File: src/rtl/serializer.sv
// ---------------------------------------------------------------------------
// serializer
//   Transmit side of the FSK link. Takes a parallel word on a one-cycle start
//   strobe and sends it on a serial line as a UART-style frame: one start
//   bit (0), then DATA_W data bits LSB first, then STOP_BITS stop bits (1).
//   Each bit is held for BIT_CLKS clocks. A new word can be accepted in the
//   last cycle of the final stop bit, so frames can run with no gap.
//
// Ports
//   clk       in   system clock, all logic on posedge
//   rst_n     in   asynchronous active-low reset
//   TX_Data   in   word to send, sampled only when a start is accepted
//   TX_Start  in   request strobe, accepted only while TX_Ready=1
//   TX_Ready  out  combinational: a start is accepted this cycle
//   TX_Busy   out  registered: a frame is in progress
//   TX_Done   out  registered one-cycle pulse at frame completion
//   UART_TX   out  registered serial line, idles high
// ---------------------------------------------------------------------------
module serializer #(
  parameter int DATA_W    = 12,
  parameter int BIT_CLKS  = 16,
  parameter int STOP_BITS = 1
) (
  input  logic              clk,
  input  logic              rst_n,
  input  logic [DATA_W-1:0] TX_Data,
  input  logic              TX_Start,
  output logic              TX_Ready,
  output logic              TX_Busy,
  output logic              TX_Done,
  output logic              UART_TX
);

  localparam int CNT_W = $clog2(BIT_CLKS);
  // idx holds either a data-bit or a stop-bit number; size for the larger.
  localparam int IDX_W = $clog2(DATA_W + STOP_BITS + 1);

  localparam logic [CNT_W-1:0] CNT_LAST  = CNT_W'(BIT_CLKS - 1);
  localparam logic [IDX_W-1:0] DATA_LAST = IDX_W'(DATA_W - 1);
  localparam logic [IDX_W-1:0] STOP_LAST = IDX_W'(STOP_BITS - 1);

  typedef enum logic [1:0] {
    IDLE  = 2'd0,
    START = 2'd1,
    DATA  = 2'd2,
    STOP  = 2'd3
  } state_t;

  state_t            state_q, state_d;
  logic [CNT_W-1:0]  bit_cnt_q, bit_cnt_d;
  logic [IDX_W-1:0]  idx_q, idx_d;
  logic [DATA_W-1:0] shreg_q, shreg_d;
  logic              tx_q, tx_d;
  logic              busy_q, busy_d;
  logic              done_q, done_d;

  logic end_of_bit;
  logic last_stop;
  logic accept;

  assign end_of_bit = (bit_cnt_q == CNT_LAST);
  assign last_stop  = (state_q == STOP) && (idx_q == STOP_LAST) && end_of_bit;
  assign TX_Ready   = (state_q == IDLE) || last_stop;
  assign accept     = TX_Start && TX_Ready;

  always_ff @(posedge clk or negedge rst_n) begin
    if (!rst_n) begin
      state_q   <= IDLE;
      bit_cnt_q <= '0;
      idx_q     <= '0;
      shreg_q   <= '0;
      tx_q      <= 1'b1;
      busy_q    <= 1'b0;
      done_q    <= 1'b0;
    end else begin
      state_q   <= state_d;
      bit_cnt_q <= bit_cnt_d;
      idx_q     <= idx_d;
      shreg_q   <= shreg_d;
      tx_q      <= tx_d;
      busy_q    <= busy_d;
      done_q    <= done_d;
    end
  end

  always_comb begin
    state_d   = state_q;
    idx_d     = idx_q;
    shreg_d   = shreg_q;
    tx_d      = tx_q;
    busy_d    = busy_q;
    done_d    = 1'b0;
    // Bit timer free-runs while a frame is active and wraps at each bit end.
    if (state_q == IDLE || end_of_bit) begin
      bit_cnt_d = '0;
    end else begin
      bit_cnt_d = bit_cnt_q + CNT_W'(1);
    end

    case (state_q)
      IDLE: begin
        if (accept) begin
          state_d = START;
          shreg_d = TX_Data;
          idx_d   = '0;
          tx_d    = 1'b0;
          busy_d  = 1'b1;
        end
      end
      START: begin
        if (end_of_bit) begin
          state_d = DATA;
          idx_d   = '0;
          tx_d    = shreg_q[0];
        end
      end
      DATA: begin
        if (end_of_bit) begin
          if (idx_q == DATA_LAST) begin
            state_d = STOP;
            idx_d   = '0;
            tx_d    = 1'b1;
          end else begin
            shreg_d = shreg_q >> 1;
            tx_d    = shreg_d[0];
            idx_d   = idx_q + IDX_W'(1);
          end
        end
      end
      STOP: begin
        if (end_of_bit) begin
          if (idx_q == STOP_LAST) begin
            done_d = 1'b1;
            if (accept) begin
              // Gapless hand-off: next start bit follows the stop bit directly.
              state_d = START;
              shreg_d = TX_Data;
              idx_d   = '0;
              tx_d    = 1'b0;
            end else begin
              state_d = IDLE;
              busy_d  = 1'b0;
            end
          end else begin
            idx_d = idx_q + IDX_W'(1);
          end
        end
      end
      default: begin
        state_d = IDLE;
      end
    endcase
  end

  assign TX_Busy = busy_q;
  assign TX_Done = done_q;
  assign UART_TX = tx_q;

endmodule

File: config.mk
export PLATFORM = sky130hd
export DESIGN_NAME = serializer
export DESIGN_NICKNAME = d
export VERILOG_FILES = /design/src/rtl/serializer.sv
export SDC_FILE = /design/constraint.sdc
export NUM_CORES = 1
export LEC_CHECK = 0
export ABC_AREA = 1
export CAP_MARGIN = 10
export CORE_MARGIN = 3
export CORE_UTILIZATION = 55
export CTS_CLUSTER_SIZE = 20
export DETAILED_ROUTE_END_ITERATION = 6
export GPL_TIMING_DRIVEN = 0
export PLACE_DENSITY = 0.79
export SLEW_MARGIN = 20
export SYNTH_ARGS = -nofsm -noshare
export SYNTH_HDL_FRONTEND = slang
export SYNTH_SLANG_ARGS = --single-unit
File: constraint.sdc
create_clock -name clk -period 3.3 [get_ports clk]
set_clock_uncertainty 0.1 [all_clocks]
set_input_delay 0.495 -clock clk [delete_from_list [all_inputs] [get_ports clk]]
set_output_delay 0.495 -clock clk [all_outputs]
set_load 0.02 [all_outputs]
# Word-level counts from Yosys, hierarchy flattened
# Index checks and enable logic that the tools add are counted.
[totals]
ff_bits = 25
in_bits = 15
output_inout_bits = 4
wordCells = 73
[classes]
n_addsub = 2
n_eq_ne = 13
muxes = 37
reduce_logical = 14
[op_table]
columns = ["op", "count"]
rows = [
  ["$mux 12", 5],
  ["$pmux 12 s3", 1],
  ["$mux 4", 7],
  ["$pmux 4 s4", 1],
  ["$mux 1", 14],
  ["$ne 2x2->1 const B", 7],
  ["$mux 2", 6],
  ["$reduce_and 5->1", 2],
  ["$add 4x1->4 const B", 2],
  ["$eq 4x4->1 const B", 2],
  ["$pmux 2 s4", 1],
  ["$reduce_and 6->1", 1],
  ["$eq 2x2->1 const B", 2],
  ["$logic_not 4->1", 1],
  ["$pmux 1 s4", 1],
  ["$reduce_and 4->1", 1],
  ["$logic_and 1x1->1", 3],
  ["$reduce_and 3->1", 1],
  ["$reduce_bool 3->1", 1],
  ["$eq 2x1->1 const B", 1],
  ["$logic_not 2->1", 1],
  ["$logic_or 1x1->1", 2],
  ["$ne 2x1->1 const B", 1],
  ["$pmux 1 s2", 1],
  ["$reduce_bool 2->1", 1],
]

# Logic depth before layout (Yosys ltp)
# Gate-level depths: netlist of run 1.
[depth]
ltp_word = 9
ltp_mapped = 12
ltp_nobuf = 11

# Worst setup path before layout of run 1
# Ideal clock, no wire load.
[synth_timing]
kind = "flip-flop to flip-flop"
startpoint = "register state_q[0]"
endpoint = "register state_q[0]"
setup_time_ps = 117
arrival_ps = 1558
required_ps = 3083
path_slack_ps = 1525
stages_incl_launch_ff = 12
path_buffers = 1
synth_period_minus_slack_ps = 1775
path_cell_list = "dfrtp_1 -> inv_1 -> ha_1 -> buf_2 -> clkinv_2 -> nand2_2 -> o21ai_2 -> nand2_1 -> nor2_1 -> nand2_1 -> nand2_1 -> nand2_1"
[synth_between]
elab_chain_len = 9
word_cells_on_any_way = 19
classes_between = "9 x eq/ne; 4 x mux; 6 x reduce/logical"
[synth_lines]
columns = ["element", "line_no", "source"]
rows = [
  ["start, declared", "49", "state_t state_q, state_d;"],
  ["start signal, assigned", "76", "state_q <= state_d;"],
  ["$eq 2x2->1", "62, 100", ""],
  ["$logic_and 1x1->1 (2 in a row)", "62", "assign last_stop = (state_q == STOP) && (idx_q == STOP_LAST) && end_of_bit;"],
  ["$logic_or 1x1->1", "63", "assign TX_Ready = (state_q == IDLE) || last_stop;"],
  ["$logic_and 1x1->1", "64", "assign accept = TX_Start && TX_Ready;"],
  ["$mux 1", "134", "if (accept) begin"],
  ["$mux 2", "132", "if (idx_q == STOP_LAST) begin"],
  ["$mux 2", "131", "if (end_of_bit) begin"],
  ["$pmux 2 s4", "100", "case (state_q)"],
]
# Parallel ways exist; a longest one is shown, timed or not. The select of a mux whose other input is x is not followed.
# A chain may end at the register's enable or synchronous reset.

# Worst setup path after layout of run 1
[layout_timing]
startpoint = "register state_q[0]"
endpoint = "output port TX_Ready"
[layout_between]
elab_chain_len = 4
word_cells_on_any_way = 5
classes_between = "1 x eq/ne; 4 x reduce/logical"
[layout_lines]
columns = ["element", "line_no", "source"]
rows = [
  ["$eq 2x2->1", "62", ""],
  ["$logic_and 1x1->1 (2 in a row)", "62", ""],
  ["$logic_or 1x1->1 *", "63", ""],
  ["end, declared", "28", "output logic TX_Ready,"],
]
# Every way passes the cells marked *; elsewhere a longest branch is shown, timed or not.

==> results.sh, run 1 <==
export IMPL_outcome="finished, final reports clean"
export IMPL_rsz0062_at_grt="no"
export IMPL_antenna_found_initial=0
export IMPL_final_cell_mix="nand2_1, dfrtp_1, clkdlybuf4s50_1"
export IMPL_cpMaxStageDelayCell="clkdlybuf4s50_1"
export IMPL_area_delta_synth_final_pct=15.5
export IMPL_clock_fmax_ghz=0.373
export IMPL_die_height_um=59.0
export IMPL_post_place_ws_ns=1.01
export IMPL_crit_fanout=6
export IMPL_cts_root_buf="clkbuf_4"
export IMPL_post_cts_setup_buffers=0
export IMPL_yosysUniqueCellTypes=24
export IMPL_grt_max_degree=26
export IMPL_drc=0
export IMPL_drt_iter0_markers=55
export IMPL_n_antenna_cell=0
export IMPL_die_w_um=59.0
export IMPL_avgViaCountPerCell=5.37
export IMPL_cts_hold_buf=0
export IMPL_ir_drop_v=0.000231
export IMPL_place_gp_congestion=0.918
export IMPL_nets=222
export IMPL_grt_overflow_total=0
export IMPL_ys_seq_area_frac=0.406
export IMPL_die_area_sq_mm=0.00348
export IMPL_htree_levels=1
export IMPL_multiInputGateArea_sq_um=803
export IMPL_finalWorstSetupSlack_ns=0.622
export IMPL_cellLeakagePower_nw=0.912
export IMPL_required_ns=2.70
export IMPL_crit_path_cell_trace="ha_1, inv_2, nor2_2, nand2_2, nand2_4, clkdlybuf4s50_1"
export IMPL_seqCellArea_sq_um=627
export IMPL_grt_pass1_vias=1126
export IMPL_post_route_period_util=0.811
export IMPL_timing_final_setup_violations=0
export IMPL_hold_violations=0
export IMPL_wl_per_cell_um=12.9
export IMPL_clock_path_buffers=2
export IMPL_max_stage_delay_ns=0.60
export IMPL_r2r_slack_ns=1.24
export IMPL_grt_met3_usage=0.0263
export IMPL_yosysWarnings=0
export IMPL_fillers=217
export IMPL_max_slew_worst_pin_slew_ns=0.556
export IMPL_numCtsBuffers=3
export IMPL_mostFrequentLayoutCell="nand2_1"
export IMPL_portBuffers=18
export IMPL_cts_resized=0
export IMPL_clkTransAtPathRegs_ns=0.14
export IMPL_vias=1218
export IMPL_cts_tree="done"
export IMPL_routed_wl_um=2930
export IMPL_initial_core_util=0.601
export IMPL_maxCapViolations=0
export IMPL_synth_seq_cells=25
export IMPL_reg2reg_from="state_q[0]$_DFFE_PN0P_"
export IMPL_dr_pass1_iters=4
export IMPL_setup_tns_final_ns=0
export IMPL_path_class="flip-flop to primary output"
export IMPL_fp_coreArea_sq_mm=0.00257
export IMPL_gr_max_usage_layer="met2"
export IMPL_r2r_end="state_q[1]$_DFFE_PN0P_"
export IMPL_avgSynthCellArea_sq_um=8.82
export IMPL_grt_use_met2=0.314
export IMPL_period_minus_slack_ns=2.68
export IMPL_cts_sinks=25
export IMPL_syn_inst=175
export IMPL_end_kind="primary output"
export IMPL_critPathArrivalTime_ns=2.08
export IMPL_r2r_cells=10
export IMPL_startpoint_type="flip-flop"
export IMPL_hp_class="input port to asynchronous set/reset pin"
export IMPL_grtUsageMet1=0.244
export IMPL_powerDensity_mw_per_mm2=264
export IMPL_ant_nets=0
export IMPL_placementRows=18
export IMPL_finalPower_mw=0.470
export IMPL_grt_use_total=0.185
export IMPL_synth_area_sq_mm=0.00154
export IMPL_syn_nets=199
export IMPL_clock_latency_ns=0.32
export IMPL_grt_pass1_wl_um=4910
export IMPL_drive_above_1_share=0.228
export IMPL_drv_slew=0
export IMPL_ios=19
export IMPL_relSlewSlack=0.629
export IMPL_hpwlAfterDp_um=2290
## layer usage
layer / vias to the layer above / routed length, um
li1: 608 / -
met1: 562 / 1340
met2: 43 / 1400
met3: 5 / 155
met4: 0 / 33
met5: - / 0
## registers in the layout, indices dropped and copies added (netlist names)
name / count
TX_Done: 1
idx_q: 4
TX_Busy: 1
shreg_q: 12
state_q: 2
UART_TX: 1
bit_cnt_q: 4
## Yosys cell counts (all sizes together)
cell type	number	area, sq um
nand3b	2	15.0
ha	9	113
dfstp	1	26.3
inv	17	63.8
xor2	2	17.5
o21ai	19	144
nor2	11	48.8
buf	5	43.8
nand3	12	65.1
nand4	3	18.8
clkinv	1	5.00
mux2i	10	100
dfrtp	24	601
a31oi	1	6.26
nand2	52	243
a21boi	1	7.51
a21oi	5	25.0
## cell families (layout without fill, tap and decap cells)
logic type,count (synthesis),count (layout),share of synthesized area
AND/OR/NAND/NOR,80,80,0.253
AO/OA/AOI/OAI,26,26,0.118
flip-flops,25,25,0.406
buffers and inverters,23,45,0.0730
multiplexers,10,10,0.0649
adder cells (fa/ha/maj),9,9,0.0730
XOR/XNOR,2,2,0.0114
## power breakdown
group | switching (mW) | internal, mW
clock | 0.0933 | 0.0474
sequential | 0 | 0.306
combinational | 0.00868 | 0.0140
total | 0.102 | 0.368
## worst max-delay path, delay by kind of cell (launching register included)
kind / cells / cell delay, ns
flip-flops: 1 / 0.47
adder cells (fa/ha/maj): 1 / 0.31
AND/OR/NAND/NOR: 3 / 0.29
buffers and inverters: 2 / 0.70
## area by class of cell
| class | instances | share of cell area |
|---|---|---|
| inverter | 18 | 0.0386 |
| clock buffer | 4 | 0.0147 |
| tap | 30 | 0.0211 |
| timing repair buffer | 18 | 0.0983 |
| sequential | 25 | 0.352 |
| buffer | 5 | 0.0246 |
| multi-input combinational | 127 | 0.451 |
## metrics by stage
stage | hold WS, ns | area [sq um] | util | cells
after global placement | 0.351 | 1760 | 0.686 | 223
final | 0.0332 | 1780 | 0.694 | 227
after detailed placement | 0.356 | 1760 | 0.684 | 223
after global routing | 0.0568 | 1780 | 0.694 | 227
after floorplan | 0.0994 | 1540 | - | 175
after CTS | 0.0632 | 1780 | 0.694 | 227
## worst max-delay path by stage
| stage | startpoint | endpoint | slack (ns) | cells past startpoint |
|---|---|---|---|---|
| finish | state_q[0]$_DFFE_PN0P_ | TX_Ready | 0.62 | 6 |
| global route | state_q[0]$_DFFE_PN0P_ | TX_Ready | 0.50 | 6 |
| CTS | state_q[0]$_DFFE_PN0P_ | TX_Ready | 0.64 | 6 |
| detailed placement | state_q[0]$_DFFE_PN0P_ | TX_Ready | 1.01 | 6 |
| global placement | state_q[0]$_DFFE_PN0P_ | TX_Ready | 1.03 | 6 |
| floorplan | state_q[0]$_DFFE_PN0P_ | state_q[0]$_DFFE_PN0P_ | 1.53 | 11 |
Power figures use the tool's default switching activity.
==> inputs of run 2 (changes only) <==
- CORE_UTILIZATION: 55 -> 49
- PLACE_DENSITY: 0.79 -> 0.74
- clock period: 3.3 -> 2.28 ns (I/O delays scaled with it)
==> run 2 against run 1 <==
Against the previous run: clock power increased by 38%; die area increased by 11%; utilization decreased by 6.5 points; combinational power increased by 48%; register-to-register slack got worse by 1.0 ns; routed wire length decreased by 3.9%.
==> results.sh, run 2 (synthesis gave the netlist of run 1 again) <==
export IMPL_critPathArrivalTime_ns=2.17
export IMPL_clock_latency_ns=0.31
export IMPL_grt_overflow_total=0
export IMPL_relSlewSlack=0.643
export IMPL_clock_fmax_ghz=0.487
export IMPL_drv_slew=0
export IMPL_ios=19
export IMPL_numCtsBuffers=3
export IMPL_ant_nets=0
export IMPL_placed_area_sq_mm=0.00178
export IMPL_die_height_um=62.1
export IMPL_cts_root_buf="clkbuf_4"
export IMPL_powerDensity_mw_per_mm2=372
export IMPL_placementRows=19
export IMPL_clkTransAtPathRegs_ns=0.14
export IMPL_rsz0062_at_grt="no"
export IMPL_path_class="flip-flop to flip-flop"
export IMPL_die_area_sq_mm=0.00386
export IMPL_grt_use_met2=0.267
export IMPL_startpoint_type="flip-flop"
export IMPL_required_ns=2.40
export IMPL_largest_register="shreg_q"
export IMPL_fp_coreArea_sq_mm=0.00288
export IMPL_setup_tns_final_ns=0
export IMPL_max_slew_worst_pin_slew_ns=0.535
export IMPL_largest_reg_flops=12
export IMPL_mostFrequentLayoutCell="nand2_1"
export IMPL_hpwlAfterDp_um=2300
export IMPL_end_kind="flip-flop"
export IMPL_nets=223
export IMPL_die_w_um=62.1
export IMPL_path_buf_inv=3
export IMPL_initial_core_util=0.536
export IMPL_cpMaxStageDelayCell="dfrtp_1"
export IMPL_hold_violations=0
export IMPL_antenna_found_initial=0
export IMPL_grt_use_total=0.157
export IMPL_dr_pass1_iters=4
export IMPL_maxCapViolations=0
export IMPL_final_cell_mix="nand2_1, dfrtp_1, clkdlybuf4s50_1"
export IMPL_cts_tree="done"
export IMPL_drive_above_1_share=0.247
export IMPL_period_minus_slack_ns=2.05
export IMPL_crit_fanout=6
export IMPL_outcome="finished, final reports clean"
export IMPL_cp_depth=11
export IMPL_drt_iter0_markers=57
export IMPL_r2r_end="state_q[0]$_DFFE_PN0P_"
export IMPL_wl_per_cell_um=11.8
export IMPL_avgViaCountPerCell=5.03
export IMPL_cp_top_family="simple AND/OR/NAND/NOR gates"
export IMPL_hp_class="flip-flop to flip-flop"
export IMPL_reg2reg_from="state_q[0]$_DFFE_PN0P_"
export IMPL_max_stage_delay_ns=0.46
export IMPL_place_gp_congestion=0.922
export IMPL_area_delta_synth_final_pct=17.2
export IMPL_holdPathEnd="bit_cnt_q[0]$_DFF_PN0_"
export IMPL_grt_max_degree=26
export IMPL_timing_final_setup_violations=0
export IMPL_grt_pass1_vias=1227
export IMPL_post_route_period_util=0.901
export IMPL_gr_max_usage_layer="met2"
export IMPL_cellLeakagePower_nw=0.919
export IMPL_htree_levels=1
export IMPL_r2r_cells=11
export IMPL_grtUsageMet1=0.203
export IMPL_r2r_slack_ns=0.23
export IMPL_portBuffers=18
export IMPL_cts_sinks=25
export IMPL_routed_wl_um=2820
export IMPL_drc=0
export IMPL_clock_path_buffers=2
export IMPL_postLayoutCellArea_sq_mm=0.00181
export IMPL_grt_pass1_wl_um=5070
export IMPL_hp_start="bit_cnt_q[0]$_DFF_PN0_"
export IMPL_grt_met3_usage=0.0216
export IMPL_worst_path_most_repeated_cell="nand2_1"
export IMPL_crit_path_cell_trace="inv_1, ha_1, buf_2, clkinv_2, nand2_2, o21ai_2, nand2_1, nor2_2, nand2_1, nand2_1, nand2_1"
export IMPL_top_regs="shreg_q x12, bit_cnt_q x4, idx_q x4"
export IMPL_hold_depth=1
export IMPL_vias=1208
export IMPL_n_antenna_cell=0
export IMPL_crit_start="state_q[0]$_DFFE_PN0P_"
export IMPL_ir_drop_v=0.000225
-- run 2: timing repair --
item                       4_1_cts  5_1_grt
hold endpoints to repair         0       24
setup buffers                    0        0
pin swaps                        0        0
resized for setup                2        3
hold buffers                     0        1
setup endpoints to repair        1        2
-- run 2: per-layer routing --
metal  part of all wire  wire (um)
met4             0.0071         20
met3              0.041        116
met1               0.45       1280
met5                  0          0
met2               0.50       1400
-- run 2: how the worst max path moves through the flow --
stage	to	slack [ns]
global placement	TX_Ready	0.16
finish	state_q[0]$_DFFE_PN0P_	0.23
global route	state_q[0]$_DFFE_PN0P_	0.03
detailed placement	TX_Ready	0.15
floorplan	state_q[0]$_DFFE_PN0P_	0.51
CTS	TX_Ready	0.1
-- run 2: area by class of cell --
| type | instances | area [sq um] |
|---|---|---|
| fill | 253 | 1070 |
| clock inverter | 1 | 5.00 |
| inverter | 18 | 68.8 |
| clock buffer | 3 | 22.5 |
| tap | 42 | 52.6 |
| multi-input combinational | 127 | 808 |
| timing repair buffer | 19 | 180 |
| buffer | 5 | 43.8 |
| sequential | 25 | 627 |
-- run 2: worst register-to-register path: stages, from the launching register on --
cell and delay (ns):
dfrtp_1 0.46, inv_1 0.11, ha_1 0.20, buf_2 0.16
clkinv_2 0.09, nand2_2 0.08, o21ai_2 0.25, nand2_1 0.11
nor2_2 0.19, nand2_1 0.08, nand2_1 0.06, nand2_1 0.06
-- run 2: where the power goes --
group	internal (mW)	switching, mW	leakage, nW
combinational	0.0214	0.0123	0.570
clock	0.0655	0.129	0.0177
sequential	0.443	0	0.331
-- run 2: per-stage QoR --
| stage | util | total power, mW | hold slack, ns | setup WS [ns] | std cells |
|---|---|---|---|---|---|
| 2_1_floorplan | - | 0.452 | -0.0536 | 0.505 | 175 |
| 3_3_place_gp | 0.617 | 0.486 | 0.352 | 0.162 | 235 |
| 3_5_place_dp | 0.617 | 0.486 | 0.362 | 0.149 | 235 |
| 4_1_cts | 0.627 | 0.683 | 0.377 | 0.0976 | 239 |
| 5_1_grt | 0.629 | 0.702 | 0.394 | 0.0320 | 240 |
| 6_report | 0.629 | 0.672 | 0.374 | 0.226 | 240 |
